$ cat src/rtl/bus_arbiter.sv
// rtl/bus_arbiter.sv - round-robin arbiter for a shared serial bus (frame timing with guard gap)
module bus_arbiter #(
    parameter int FRAME_BITS   = 74,
    parameter int GUARD_CYCLES = 2
) (
    input  logic        clock,
    input  logic        reset,
    input  logic [15:0] req,
    output logic [15:0] grant,
    output logic [3:0]  grant_id,
    output logic [6:0]  bit_idx,
    output logic        bus_busy,
    output logic        frame_start,
    output logic        frame_end,
    output logic        abort
);

    localparam logic [6:0] LAST_BIT   = 7'(FRAME_BITS - 1);
    localparam logic [3:0] LAST_GUARD = 4'(GUARD_CYCLES - 1);

    typedef enum logic [1:0] {ST_IDLE, ST_BUSY, ST_GUARD} state_t;

    state_t      state_q, state_d;
    logic [15:0] grant_q, grant_d;
    logic [3:0]  grant_id_q, grant_id_d;
    logic [6:0]  bit_idx_q, bit_idx_d;
    logic [3:0]  guard_cnt_q, guard_cnt_d;
    logic [3:0]  ptr_q, ptr_d;
    logic        frame_start_q, frame_start_d;
    logic        frame_end_q, frame_end_d;
    logic        abort_q, abort_d;

    logic [3:0]  winner;
    logic [3:0]  cand;

    // Scan from farthest to nearest so the nearest requester above ptr wins; ptr itself is last.
    always_comb begin
        winner = ptr_q;
        cand   = ptr_q;
        for (int i = 16; i >= 1; i--) begin
            cand = ptr_q + 4'(i);
            if (req[cand]) begin
                winner = cand;
            end
        end
    end

    always_ff @(posedge clock) begin
        if (reset) begin
            state_q       <= ST_IDLE;
            grant_q       <= 16'd0;
            grant_id_q    <= 4'd0;
            bit_idx_q     <= 7'd0;
            guard_cnt_q   <= 4'd0;
            ptr_q         <= 4'd15;
            frame_start_q <= 1'b0;
            frame_end_q   <= 1'b0;
            abort_q       <= 1'b0;
        end else begin
            state_q       <= state_d;
            grant_q       <= grant_d;
            grant_id_q    <= grant_id_d;
            bit_idx_q     <= bit_idx_d;
            guard_cnt_q   <= guard_cnt_d;
            ptr_q         <= ptr_d;
            frame_start_q <= frame_start_d;
            frame_end_q   <= frame_end_d;
            abort_q       <= abort_d;
        end
    end

    always_comb begin
        state_d       = state_q;
        grant_d       = grant_q;
        grant_id_d    = grant_id_q;
        bit_idx_d     = bit_idx_q;
        guard_cnt_d   = guard_cnt_q;
        ptr_d         = ptr_q;
        frame_start_d = 1'b0;
        frame_end_d   = 1'b0;
        abort_d       = 1'b0;
        case (state_q)
            ST_IDLE: begin
                grant_d = 16'd0;
                if (|req) begin
                    state_d       = ST_BUSY;
                    grant_d       = 16'd1 << winner;
                    grant_id_d    = winner;
                    ptr_d         = winner;
                    bit_idx_d     = 7'd0;
                    frame_start_d = 1'b1;
                end
            end
            ST_BUSY: begin
                // Owner dropping its request outranks normal completion on the same edge.
                if (!req[grant_id_q] || bit_idx_q == LAST_BIT) begin
                    state_d     = ST_GUARD;
                    grant_d     = 16'd0;
                    bit_idx_d   = 7'd0;
                    guard_cnt_d = 4'd0;
                    abort_d     = !req[grant_id_q];
                    frame_end_d = req[grant_id_q];
                end else begin
                    bit_idx_d = bit_idx_q + 7'd1;
                end
            end
            ST_GUARD: begin
                if (guard_cnt_q == LAST_GUARD) begin
                    state_d     = ST_IDLE;
                    guard_cnt_d = 4'd0;
                end else begin
                    guard_cnt_d = guard_cnt_q + 4'd1;
                end
            end
            default: begin
                state_d = ST_IDLE;
                grant_d = 16'd0;
            end
        endcase
    end

    always_comb begin
        grant       = grant_q;
        grant_id    = grant_id_q;
        bit_idx     = bit_idx_q;
        bus_busy    = (state_q == ST_BUSY);
        frame_start = frame_start_q;
        frame_end   = frame_end_q;
        abort       = abort_q;
    end

endmodule

$ cat config.mk
export PLATFORM = sky130hd
export DESIGN_NAME = bus_arbiter
export DESIGN_NICKNAME = d
export VERILOG_FILES = /design/src/rtl/bus_arbiter.sv
export SDC_FILE = /design/constraint.sdc
export NUM_CORES = 1
export LEC_CHECK = 0
export ABC_AREA = 1
export BUFFER_PORTS_ARGS = -buffer_cell sky130_fd_sc_hd__buf_2
export CAP_MARGIN = 20
export CORE_ASPECT_RATIO = 1.75
export CORE_UTILIZATION = 45
export CTS_CLUSTER_DIAMETER = 40
export DETAILED_ROUTE_END_ITERATION = 8
export HOLD_SLACK_MARGIN = 0.02
export PLACE_DENSITY = 0.66
export SLEW_MARGIN = 20
export SYNTH_ARGS = -nofsm -noshare
export SYNTH_HDL_FRONTEND = slang
export SYNTH_SLANG_ARGS = --single-unit
$ cat constraint.sdc
create_clock -name clock -period 3.1 [get_ports clock]
set_clock_uncertainty 0.1 [all_clocks]
set_input_delay 0.155 -clock clock [delete_from_list [all_inputs] [get_ports clock]]
set_output_delay 0.155 -clock clock [all_outputs]
set_load 0.1 [all_outputs]
==> results.json <==
{
  "place_area_um2": 3990,
  "initial_core_util_pct": 46.1,
  "antenna_found_initial": 0,
  "hold_path.class": "in -> reg",
  "n_antenna_cell": 0,
  "synth_nets": 633,
  "core_area_um2": 7860,
  "final_common_cell": "nand2_1",
  "die_x_um": 69.8,
  "cp.buffers_inverters": 2,
  "critical_path_class": "reg -> reg",
  "fin_nets": 698,
  "die_area_um2": 8430,
  "port_buffers": 48,
  "top_layer_used": "met4",
  "drtIter0Drc": 171,
  "cap_violations": 0,
  "multiInputGateArea_um2": 2620,
  "final_area_um2": 4530,
  "cts-root-buf": "clkbuf_16",
  "setup.worst_path.end_class": "register",
  "status": "completed",
  "crit_arrival_ns": 3.03,
  "yosys_warnings": 0,
  "groute.usage.overall_pct": 26.3,
  "nFillCells": 799,
  "antenna_left": 0,
  "setup_viol": 0,
  "seq_area_um2": 810,
  "seq_area_frac_synth_pct": 22.1,
  "drt-vias-per-instance": 5.30,
  "max_clock_freq_mhz": 344,
  "setup_ws_ns": 0.195,
  "final_util_pct": 57.6,
  "reg2reg_from": "ptr_q[1]$_SDFFE_PP1P_",
  "fin_setup_tns_ns": 0,
  "wl_met2_mm": 6.29,
  "slowest_delay_ns": 0.38,
  "route.met3.wl_um": 321,
  "worstMarginPinSlew_ns": 0.545,
  "ys_ff_latch": 40,
  "yosysUniqueCellTypes": 42,
  "drc": 0,
  "overflow": 0,
  "cp-start-kind": "register",
  "area_delta_synth_final_pct": 24.9,
  "io-pin-count": 49,
  "dp_hpwl_mm": 8.79,
  "cp_common_cell": "nand2_1",
  "ctsHoldBuffers": 0,
  "min_period_ns": 2.91,
  "place.gp.congestion": 1.00,
  "clk_pin_slew_worst_paths_ns": 0.06,
  "wl_mm": 11.3,
  "vias": 4031,
  "pre_cts_ws_ns": 0.00841,
  "holdCritStartpoint": "reset",
  "rows": 43,
  "cp.required_ns": 3.22,
  "cts_tree": "done",
  "grt_pass1_vias": 3744,
  "hold_viol_final": 0,
  "avgSynthCellArea_um2": 6.00,
  "met1_length_mm": 4.10,
  "first_pass_iters": 4,
  "syn_area_um2": 3620,
  "layout_common_cells": "nand2_1, inv_1, nand3_1, buf_2, a21oi_1",
  "layout-drive-gt1-share_pct": 27.6,
  "clock-sinks": 40,
  "cts_buffers": 5,
  "period_share_pct": 93.7,
  "rsz0062_at_grt": "yes",
  "cp_top_family": "simple AND/OR/NAND/NOR gates",
  "grt_max_degree": 28,
  "wl_per_cell_um": 14.8,
  "crit_fanout": 9,
  "syn_inst": 604,
  "dieHeight_um": 121,
  "htreeDepth": 2,
  "worstSkewPairLatency_ns": 0.29,
  "crit_path_top_delay_cell": "dfxtp_4",
  "grt_pass1_wl_mm": 17.5,
  "slew_headroom_pct": 63.3,
  "finalMaxSlewViolations": 0,
  "cp-startpoint": "ptr_q[1]$_SDFFE_PP1P_",
  "cts_buffer_depth": 2
}
[routing by layer]
metal,up-vias,GRT usage (%)
met4,0,14.5
met1,1836,26.1
met2,84,51.8
li1,2076,-
met3,35,2.33
met5,-,0
[logic make-up after synthesis]
kind of cell	count (synthesis)	synth area share, %
adder cells (fa/ha/maj)	11	3.80
buffers and inverters	106	13.0
AND/OR/NAND/NOR	344	43.4
XOR/XNOR	8	2.56
AO/OA/AOI/OAI	94	14.9
multiplexers	1	0.276
flip-flops	40	22.1
[layout make-up]
type,instances,share of cell area (%)
clock inverters,1,0.166
flip-flops and latches,40,17.9
repair buffers,73,10.4
clock buffers,7,3.15
multi-input cells,458,57.8
inverters,91,8.10
well taps,90,2.49
[registers in the layout, indices dropped and copies added (netlist names)]
register     flops
abort            1
bit_idx          7
frame_end        1
frame_start      1
grant           16
grant_id         4
guard_cnt_q      4
ptr_q            4
state_q          2
[synth_stat cells (all sizes together)]
cell / count / area, µm²
a21oi: 47 / 250
o21ai: 32 / 171
buf: 10 / 92.6
xor2: 6 / 67.6
inv: 90 / 355
o21a: 2 / 15.0
dfxtp: 40 / 801
clkbuf: 5 / 18.8
o22ai: 2 / 12.5
mux2i: 1 / 10.0
a41oi: 1 / 8.76
xnor2: 2 / 25.0
o32ai: 4 / 35.0
o211ai: 3 / 22.5
nor3: 3 / 15.0
ha: 11 / 138
a221oi: 1 / 8.76
nand3: 83 / 455
nor2: 43 / 189
nand2: 208 / 868
a211oi: 1 / 7.51
clkinv: 1 / 3.75
nand4: 3 / 18.8
nor4: 4 / 25.0
o221ai: 1 / 8.76
[worst paths after layout]
path / to / slack, ns / cells after the start
max: grant[14]$_SDFFE_PP0P_ / 0.19 / 25
min: grant[12]$_SDFFE_PP0P_ / 0.22 / 2
max reg2reg: grant[14]$_SDFFE_PP0P_ / 0.19 / 25
min reg2reg: grant[6]$_SDFFE_PP0P_ / 0.36 / 2
[timing repair]
| item | 4_1_cts | 5_1_grt |
|---|---|---|
| pin swaps | 1 | 19 |
| endpoints found under the hold margin | 0 | 0 |
| buffers inserted | 2 | 8 |
| setup endpoints to repair | 6 | 23 |
| gates resized for setup | 1 | 69 |
[through the flow]
stage               hold slack [ns]  instances
floorplan                     0.363        604
global placement              0.351        742
detailed placement            0.356        742
CTS                           0.210        752
global route                  0.265        760
finish                        0.218        760
Power is left out: the tool's default activity adds up to more than one toggle a clock period on the data nets, which glitch-free logic cannot reach.
